**src/rtl/lcd_ctrl.sv**
```systemverilog
// HD44780-style 8-bit LCD bus sequencer.
// Runs the power-up init sequence, then performs single-byte writes requested over valid/ready.
module lcd_ctrl #(
  parameter int POWERUP_CYC  = 750000,
  parameter int SETUP_CYC    = 4,
  parameter int EN_CYC       = 24,
  parameter int HOLD_CYC     = 4,
  parameter int CMD_WAIT_CYC = 2500,
  parameter int CLR_WAIT_CYC = 82000
) (
  input  logic       clk,
  input  logic       reset,
  input  logic       req_valid,
  input  logic       req_rs,
  input  logic [7:0] req_data,
  output logic       req_ready,
  output logic       init_done,
  output logic       busy,
  output logic [7:0] LCD,
  output logic       lcdRS,
  output logic       lcdRW,
  output logic       lcdEn
);

  localparam int MAX_A   = (POWERUP_CYC > CLR_WAIT_CYC) ? POWERUP_CYC : CLR_WAIT_CYC;
  localparam int MAX_B   = (CMD_WAIT_CYC > EN_CYC) ? CMD_WAIT_CYC : EN_CYC;
  localparam int MAX_CYC = (MAX_A > MAX_B) ? MAX_A : MAX_B;
  localparam int CNT_W   = $clog2(MAX_CYC + 1);

  localparam logic [CNT_W-1:0] L_PWRUP = CNT_W'(POWERUP_CYC - 1);
  localparam logic [CNT_W-1:0] L_SETUP = CNT_W'(SETUP_CYC - 1);
  localparam logic [CNT_W-1:0] L_EN    = CNT_W'(EN_CYC - 1);
  localparam logic [CNT_W-1:0] L_HOLD  = CNT_W'(HOLD_CYC - 1);
  localparam logic [CNT_W-1:0] L_CMD   = CNT_W'(CMD_WAIT_CYC - 1);
  localparam logic [CNT_W-1:0] L_CLR   = CNT_W'(CLR_WAIT_CYC - 1);

  typedef enum logic [2:0] {
    S_PWRUP,
    S_SETUP,
    S_PULSE,
    S_HOLD,
    S_WAIT,
    S_IDLE
  } state_t;

  state_t           r_state;
  logic [CNT_W-1:0] r_cnt;
  logic [2:0]       r_idx;
  logic [7:0]       r_data;
  logic             r_rs;
  logic             r_en;
  logic             r_ready;
  logic             r_init_done;
  logic             r_busy;

  logic [CNT_W-1:0] w_limit;
  logic             w_last;
  logic             w_clr_cmd;

  function automatic logic [7:0] init_rom(input logic [2:0] idx);
    case (idx)
      3'd0, 3'd1, 3'd2: init_rom = 8'h38;
      3'd3:             init_rom = 8'h0C;
      3'd4:             init_rom = 8'h01;
      3'd5:             init_rom = 8'h06;
      default:          init_rom = 8'h00;
    endcase
  endfunction

  // Clear and home need the long post-write wait; the same bytes as data do not.
  assign w_clr_cmd = !r_rs && ((r_data == 8'h01) || (r_data == 8'h02));

  always_comb begin
    w_limit = '0;
    case (r_state)
      S_PWRUP: w_limit = L_PWRUP;
      S_SETUP: w_limit = L_SETUP;
      S_PULSE: w_limit = L_EN;
      S_HOLD:  w_limit = L_HOLD;
      S_WAIT:  w_limit = w_clr_cmd ? L_CLR : L_CMD;
      default: w_limit = '0;
    endcase
  end

  assign w_last = (r_cnt == w_limit);

  always_ff @(posedge clk or negedge reset) begin
    if (!reset) begin
      r_state     <= S_PWRUP;
      r_cnt       <= '0;
      r_idx       <= '0;
      r_data      <= 8'h00;
      r_rs        <= 1'b0;
      r_en        <= 1'b0;
      r_ready     <= 1'b0;
      r_init_done <= 1'b0;
      r_busy      <= 1'b0;
    end else begin
      case (r_state)
        S_PWRUP: begin
          if (w_last) begin
            // LOAD folds into this edge: ROM[0] is on the bus as SETUP begins
            r_cnt   <= '0;
            r_data  <= init_rom(3'd0);
            r_rs    <= 1'b0;
            r_busy  <= 1'b1;
            r_state <= S_SETUP;
          end else begin
            r_cnt <= r_cnt + 1'b1;
          end
        end
        S_SETUP: begin
          if (w_last) begin
            r_cnt   <= '0;
            r_en    <= 1'b1;
            r_state <= S_PULSE;
          end else begin
            r_cnt <= r_cnt + 1'b1;
          end
        end
        S_PULSE: begin
          if (w_last) begin
            r_cnt   <= '0;
            r_en    <= 1'b0;
            r_state <= S_HOLD;
          end else begin
            r_cnt <= r_cnt + 1'b1;
          end
        end
        S_HOLD: begin
          if (w_last) begin
            r_cnt   <= '0;
            r_state <= S_WAIT;
          end else begin
            r_cnt <= r_cnt + 1'b1;
          end
        end
        S_WAIT: begin
          if (w_last) begin
            r_cnt <= '0;
            if (!r_init_done && (r_idx < 3'd5)) begin
              r_idx   <= r_idx + 3'd1;
              r_data  <= init_rom(r_idx + 3'd1);
              r_rs    <= 1'b0;
              r_state <= S_SETUP;
            end else begin
              r_init_done <= 1'b1;
              r_busy      <= 1'b0;
              r_ready     <= 1'b1;
              r_state     <= S_IDLE;
            end
          end else begin
            r_cnt <= r_cnt + 1'b1;
          end
        end
        S_IDLE: begin
          if (req_valid && r_ready) begin
            r_cnt   <= '0;
            r_data  <= req_data;
            r_rs    <= req_rs;
            r_ready <= 1'b0;
            r_busy  <= 1'b1;
            r_state <= S_SETUP;
          end
        end
        default: begin
          r_cnt   <= '0;
          r_state <= S_PWRUP;
        end
      endcase
    end
  end

  assign LCD       = r_data;
  assign lcdRS     = r_rs;
  assign lcdRW     = 1'b0;
  assign lcdEn     = r_en;
  assign req_ready = r_ready;
  assign init_done = r_init_done;
  assign busy      = r_busy;

endmodule

```
**config.mk**
```make
export PLATFORM = sky130hd
export DESIGN_NAME = lcd_ctrl
export DESIGN_NICKNAME = d
export VERILOG_FILES = /design/src/rtl/lcd_ctrl.sv
export SDC_FILE = /design/constraint.sdc
export NUM_CORES = 1
export LEC_CHECK = 0
export ABC_AREA = 0
export CAP_MARGIN = 40
export CORE_AREA = 2 2 71 73
export DETAILED_ROUTE_END_ITERATION = 6
export DIE_AREA = 0 0 73 75
export DONT_BUFFER_PORTS = 1
export GPL_TIMING_DRIVEN = 0
export PLACE_DENSITY = 0.69
export SLEW_MARGIN = 20
export SYNTH_ARGS = -nofsm -noshare
export SYNTH_HDL_FRONTEND = slang
export SYNTH_SLANG_ARGS = --single-unit
```
**constraint.sdc**
```tcl
create_clock -name clk -period 3 [get_ports clk]
set_clock_uncertainty 0.1 [all_clocks]
set_input_delay 0.15 -clock clk [delete_from_list [all_inputs] [get_ports clk]]
set_output_delay 0.15 -clock clk [all_outputs]
set_load 0.05 [all_outputs]
```
# After elaboration in Yosys (flattened, before gate mapping)
# Cells that the tools add are included.
# word_totals
regBits	39
input_bits	12
word_cells	89
# op_classes
n_lt_le_gt_ge	1
n_mux	34
add_sub_neg	2
n_bitwise	1
n_reduce_logical	21
eq_ne	21
# op_table
op	count
$pmux W20 S4	1
$mux W20	2
$pmux W20 S2	1
$mux W8	4
$pmux W6 S4	1
$pmux W8 S3	1
$mux W3	7
$add A20 B1 Y20 const B	1
$eq A20 B20 Y1	1
$pmux W3 S6	1
$mux W17	1
$ne A2 B2 Y1 const B	8
$eq A3 B2 Y1 const B	4
$eq A3 B3 Y1 const B	4
$mux W1	11
$reduce_and A5 Y1	2
$reduce_and A3 Y1	3
$eq A8 B1 Y1 const B	1
$eq A8 B2 Y1 const B	1
$eq A3 B1 Y1 const B	2
$logic_not A3 Y1	2
$pmux W1 S3	2
$reduce_and A6 Y1	1
$reduce_or A5 Y1	1
12 further kinds	17

# Longest topological paths before layout
# Gate-level depths: netlist (run 1).
# logic_depth
depth_word	8
depth_mapped	9
ltp_nobuf	8

# Worst setup path before layout (run 1)
# OpenSTA, ideal clock, no wires.
# synth_timing
path_kind	reg-to-reg
startpoint	register r_data[4] (netlist: LCD[4])
endpoint	register r_data[0] (netlist: LCD[0])
synth_period_minus_slack_ps	2798
slack_ps	202
arrival_time_ps	2572
required_ps	2775
path_stages_with_launch	9
path_cell_list	dfrtp_1 > or4_4 > o31ai_2 > a31oi_1 > nor4_1 > and4_4 > or2_1 > buf_6 > mux2_4
# synth_via
elab_chain_cells	8
elab_cells_between_ends	10
classes_between	5 x eq/ne; 2 x mux; 3 x reduce/logical
# synth_rtl
element	line_no	rtl
start, declared	49	logic [7:0] r_data;
start signal, assigned	104	r_data <= init_rom(3'd0);
start signal, assigned	143	r_data <= init_rom(r_idx + 3'd1);
start signal, assigned	159	r_data <= req_data;
$eq A8 B1 Y1 / $eq A8 B2 Y1 (equally long branches)	71	assign w_clr_cmd = !r_rs && ((r_data == 8'h01) || (r_data == 8'h02));
$logic_or A1 B1 Y1 (*)	71	
$logic_and A1 B1 Y1 (*)	71	
$mux W17 (*)	80	S_WAIT: w_limit = w_clr_cmd ? L_CLR : L_CMD;
$pmux W20 S4 (*)	75	case (r_state)
$eq A20 B20 Y1 (*)	85	assign w_last = (r_cnt == w_limit);
$ne A2 B2 Y1 (no source line)	n/a	
$reduce_and A5 Y1 (no source line) (*)	n/a	
# Every way passes the cells marked *; elsewhere a longest branch is shown, timed or not.
# A chain may end at the register's enable or synchronous reset.

# Worst setup path in the final report (run 1)
# layout_timing
startpoint	register r_data[4] (netlist: LCD[4])
endpoint	register r_data[3] (netlist: LCD[3])
# Same word-level chain as after synthesis.

==> flow_summary.json, run 1 <==
{
  "worstSetupStartpoint": "LCD[4]",
  "clk-insertion-delay-late_ns": 0.30,
  "initial_core_util_pct": 54.3,
  "synth_common_cells": "dfrtp_1 (39), nand2_1 (34), nor2_1 (25), o21ai_0 (18), nand3_1 (15)",
  "netlist_area_um2": 2530,
  "synth_cell_types": 57,
  "drive_above_1_share_pct": 15.4,
  "reg2reg_depth": 8,
  "worstSetupEndpoint": "LCD[3]",
  "synth_most_common_cell": "dfrtp_1",
  "vias": 2140,
  "synth_cells": 277,
  "hp-start": "req_data[1]",
  "synth_top_area_share_pct": 38.6,
  "synthTopCellsByArea": "dfrtp_1 (39%), nand2_1 (5.0%), nor2_1 (3.7%), o21ai_0 (3.6%), mux2_4 (3.6%)",
  "hold_path.class": "primary input to flip-flop",
  "final-hold-violation-count": 0,
  "cts_made_buffers": 5,
  "cap_viol_max_count": 0,
  "htreeDepth": 2,
  "placementRows": 25,
  "num_antenna_cells": 0,
  "setup_viol": 0,
  "synth-seq-cells": 39,
  "crit_required_ns": 3.08,
  "crit_type": "flip-flop to flip-flop",
  "nNetsFinal": 310,
  "place.gp.congestion": 0.844,
  "synth_warnings": 0,
  "rr_startpoint": "LCD[4]",
  "die_h_um": 75,
  "grt_max_degree": 40,
  "antenna_found_initial": 0,
  "ys_seq_area_share_pct": 38.6,
  "cts_buffer_depth": 2,
  "p_per_area_nw_per_um2": 323,
  "area_growth_pct": 9.55,
  "cts.clk_slew.worst_paths_ns": 0.07,
  "drt-vias-per-instance": 6.18,
  "grt_pass1_wl_um": 10000,
  "clockRootBuffer": "clkbuf_8",
  "io_buffers": 0,
  "fin_tns_setup_ns": 0,
  "dieArea_um2": 5480,
  "grt.total_usage_pct": 24.0,
  "drt_first_pass_iters": 4,
  "drt_wl_total_um": 5840,
  "synth.avg_cell_area_um2": 9.13,
  "cts_tree": "built",
  "leakagePower_uw": 0.00124,
  "fin_crit_ns": 2.86,
  "endpoint_kind": "flip-flop",
  "grt_pass1_vias": 2088,
  "coreArea_um2": 4660,
  "synth_flop_cell": "dfrtp_1",
  "synthArstFlopShare_pct": 100,
  "crit_chain": "or4_4, o31ai_2, a31oi_1, nor4_2, and4_4, or2_1, buf_6, mux2_4",
  "worst_pin_slew_ns": 0.740,
  "cp_slowest_cell": "or4_4",
  "relSlewSlack_pct": 50.7,
  "ant_nets": 0,
  "crit_fanout": 6,
  "drt_iter0_drc": 109,
  "post_cts_buffers": 0,
  "worst_ep_arrival_time_ns": 2.94,
  "max_stage_delay_ns": 0.58,
  "clock_sink_count": 39,
  "io_pins": 26,
  "die_x_um": 73,
  "n_fill_cell": 411,
  "syn_nets": 296,
  "synth.largest_area_cell": "dfrtp_1",
  "status": "complete, no violations",
  "reg2reg_slack_ns": 0.14,
  "drc_errors": 0,
  "fin_cells": 346,
  "gr-total-overflow": 0,
  "dp_hpwl_um": 4280,
  "synth_edf_count": 0,
  "r2r_end": "LCD[3]",
  "startpoint_type": "flip-flop",
  "vdd_drop_max_uv": 223,
  "drv_slew": 0,
  "placedCellCount": 331,
  "routedWlPerCell_um": 16.9,
  "fin_crit_sh_pct": 95.3,
  "fmax_mhz": 350
}
==> layout make-up <==
type / count / area, µm² / area share (%)
Buffer: 12 / 110 / 3.97
Clock inverter: 3 / 15.0 / 0.542
Timing Repair Buffer: 7 / 80.1 / 2.89
Inverter: 7 / 26.3 / 0.948
Clock buffer: 5 / 68.8 / 2.48
Sequential cell: 39 / 980 / 35.3
Tap cell: 54 / 67.6 / 2.44
Multi-Input combinational cell: 219 / 1420 / 51.4
==> stage by stage <==
| stage | setup slack [ns] | power (µW) | hold slack [ns] | utilization, % | area, µm² |
|---|---|---|---|---|---|
| after floorplan | 0.202 | 540 | -0.246 | - | 2530 |
| after global placement | 0.0568 | 540 | -0.244 | 55.7 | 2600 |
| after detailed placement | 0.0219 | 540 | -0.244 | 55.7 | 2600 |
| after CTS | 0.00772 | 906 | 0.0513 | 59.2 | 2760 |
| after global routing | -0.00483 | 931 | 0.0678 | 59.5 | 2770 |
| final | 0.141 | 895 | 0.0554 | 59.5 | 2770 |
==> registers in the layout (all words and copies together) (netlist names) <==
name and cells:
req_ready 1, lcdRS 1, busy 1, r_state 3, r_idx 3, init_done 1
r_cnt 20, LCD 8, lcdEn 1
==> metal layers <==
| metal | up-vias | part of all wire (%) | global-route usage [%] | wire length (µm) |
|---|---|---|---|---|
| met2 | 64 | 48 | 38.4 | 2780 |
| met5 | - | 0 | 0 | 0 |
| met1 | 1034 | 44 | 31.4 | 2570 |
| li1 | 1027 | - | - | - |
| met4 | 0 | 2.6 | 9.05 | 149 |
| met3 | 15 | 5.9 | 6.16 | 342 |
==> critical path, delay by kind of cell (launching register included) <==
kind | cells | cell delay [ns]
and+or+nand+nor | 4 | 1.29
buffers and inverters | 1 | 0.13
DFF | 1 | 0.53
AOI/OAI and AO/OA | 2 | 0.39
muxes | 1 | 0.29
==> how the worst min path moves through the flow <==
stage,to,cells after the start
6_report,LCD[1],3
5_1_grt,LCD[1],3
4_1_cts,LCD[0],3
3_5_place_dp,r_cnt[9],0
3_3_place_gp,r_cnt[9],0
2_1_floorplan,LCD[0],0
==> kinds of logic after synthesis <==
group                      after synthesis  share of synthesized area [%]
other                                    1                          0.148
AOI/OAI and AO/OA                       64                           17.2
adders and majority gates                7                           3.46
muxes                                   12                           5.93
DFF                                     39                           38.6
xor gates and xnor gates                 7                           2.42
buffers and inverters                   19                           5.39
and+or+nand+nor                        128                           26.9
==> layout by cell type, fill, tap and decap left out, types with 4 or more instances in the layout <==
cell type,count
dfrtp_1,36
nand2_1,34
nor2_1,25
o21ai_0,18
nand3_1,15
a21oi_1,12
clkbuf_8,8
nor3_1,8
inv_1,7
ha_1,7
nor4_1,6
xnor2_1,6
mux2i_1,6
a22o_1,6
mux2_4,6
dlygate4sd3_1,6
and3_1,5
nor3b_1,5
nor2b_1,4
or3_1,4
a31oi_1,4
==> report_power, final <==
part	leakage [µW]	switching, µW	total, µW	internal [µW]
registers	0.000488	0	525	525
clock network	0.0000477	188	347	159
logic	0.000701	14.2	23.1	8.84
==> what timing repair did <==
item	4_1_cts	5_1_grt
hold buffers	7	0
setup endpoints to repair	0	6
resized for setup	0	4
endpoints found under the hold margin	44	0
Power figures use the tool's default switching activity.
==> inputs of run 2 (changes only) <==
- CORE_AREA: 2 2 71 73 -> 2 2 88 64
- DIE_AREA: 0 0 73 75 -> 0 0 90 66
- PLACE_DENSITY: 0.69 -> not set
==> flow_summary.json, run 2 (synthesis gave the netlist of run 1 again) <==
{
  "largest_register": "r_cnt",
  "nNetsFinal": 310,
  "worstSetupStartpoint": "LCD[1]",
  "worstSetupEndpoint": "LCD[0]",
  "cts.clk_slew.worst_paths_ns": 0.07,
  "worst_ep_arrival_time_ns": 2.93,
  "clk-insertion-delay-late_ns": 0.29,
  "vias": 2089,
  "fin_crit_ns": 2.86,
  "clockRootBuffer": "clkbuf_8",
  "cts_tree": "built",
  "crit_fanout": 6,
  "busiest_layer": "met1",
  "num_antenna_cells": 0,
  "area_growth_pct": 10.5,
  "drt_first_pass_iters": 4,
  "drv_slew": 0,
  "post_cts_buffers": 0,
  "reg2reg_depth": 8,
  "io_buffers": 0,
  "die_h_um": 66,
  "dp_hpwl_um": 4550,
  "placementRows": 22,
  "cap_viol_max_count": 0,
  "coreArea_um2": 5120,
  "rsz0062_at_grt": "false",
  "drt-vias-per-instance": 5.75,
  "initial_core_util_pct": 49.4,
  "fin_crit_sh_pct": 95.3,
  "leakagePower_uw": 0.00124,
  "crit_required_ns": 3.08,
  "final-hold-violation-count": 0,
  "drt_wl_total_um": 6210,
  "pre_cts_slack_ns": 0.0559,
  "drc_errors": 0,
  "antenna_found_initial": 0,
  "ant_nets": 0,
  "vdd_drop_max_uv": 183,
  "startpoint_type": "flip-flop",
  "r2r_end": "LCD[0]",
  "io_pins": 26,
  "fin_ws_ns": 0.142,
  "routedWlPerCell_um": 17.1,
  "grt_max_degree": 40,
  "cts_buffer_depth": 2,
  "endpoint_kind": "flip-flop",
  "relSlewSlack_pct": 52.2,
  "dieArea_um2": 5940,
  "rr_startpoint": "LCD[1]",
  "fin_tns_setup_ns": 0,
  "clock_sink_count": 39,
  "die_x_um": 90,
  "worst_pin_slew_ns": 0.709,
  "cts_made_buffers": 5,
  "crit_type": "flip-flop to flip-flop",
  "p_per_area_nw_per_um2": 325,
  "final_cell_mix": "dfrtp_1 (36), nand2_1 (34), nor2_1 (25), o21ai_0 (18), nand3_1 (15)",
  "drt_iter0_drc": 203,
  "final_util_pct": 54.6,
  "reg2reg_slack_ns": 0.14,
  "holdPathStages": 3,
  "grtUsageMet3_pct": 4.33,
  "use_met1_pct": 37.3,
  "grt_pass1_vias": 1880,
  "hold_path.class": "primary input to flip-flop",
  "htreeDepth": 2,
  "setup_viol": 0,
  "largest_register_ff_count": 20,
  "grt_use_met2_pct": 28.9,
  "drive_above_1_share_pct": 15.1,
  "grt_pass1_wl_um": 10400,
  "grt.total_usage_pct": 22.6,
  "gr-total-overflow": 0,
  "fmax_mhz": 350,
  "place.gp.congestion": 0.854,
  "status": "complete, no violations",
  "final_common_cell": "dfrtp_1"
}
[run 2: changes by cell type in the layout (fill, tap and decap cells not counted), sizes merged]
cell | previous run | this run
clkbuf | 10 | 11
clkinv | 3 | 1
[run 2: repair_timing]
item                       in CTS  in global routing
setup endpoints to repair       0                 11
hold buffers                    7                  0
hold endpoints to repair       44                  0
gates resized for setup         0                  4
[run 2: worst min-delay path by stage]
stage                      from   endpoint
floorplan                 reset     LCD[0]
global placement          reset  r_cnt[10]
detailed placement        reset  r_cnt[10]
CTS                 req_data[0]     LCD[0]
global route        req_data[0]     LCD[0]
finish              req_data[0]     LCD[0]
[run 2: routing by layer]
layer,vias up,wire length [µm]
li1,1027,-
met1,1000,3320
met2,54,2410
met3,8,410
met4,0,66
met5,-,0
[run 2: power by group]
part | switching (µW) | internal (µW) | total [µW]
combinational | 14.6 | 8.87 | 23.5
sequential | 0 | 525 | 525
clock | 179 | 180 | 360
[run 2: through the flow]
| stage | cell area [µm²] | hold slack [ns] | cells | power, µW |
|---|---|---|---|---|
| after floorplan | 2530 | -0.246 | 277 | 540 |
| after global placement | 2620 | -0.244 | 349 | 540 |
| after detailed placement | 2620 | -0.245 | 349 | 540 |
| after CTS | 2790 | 0.0755 | 363 | 921 |
| after global routing | 2800 | 0.0899 | 363 | 938 |
| final | 2800 | 0.0912 | 363 | 909 |
[run 2: area by class of cell]
class	count	area, µm²
clock inverter	1	5.00
timing repair buffer	7	80.1
fill	489	2320
buffer	12	110
inverter	7	26.3
sequential	39	980
multi-input combinational	219	1420
tap	72	90.1
clock buffer	6	82.6
[run 2: critical path, cell delays in order, from the launching register on]
cell and delay [ns]:
dfrtp_1 0.70, xor2_1 0.28, nand3_1 0.15, a21oi_1 0.30, mux2i_1 0.34, and4_4 0.31, or2_1 0.13, buf_6 0.13
mux2_4 0.30
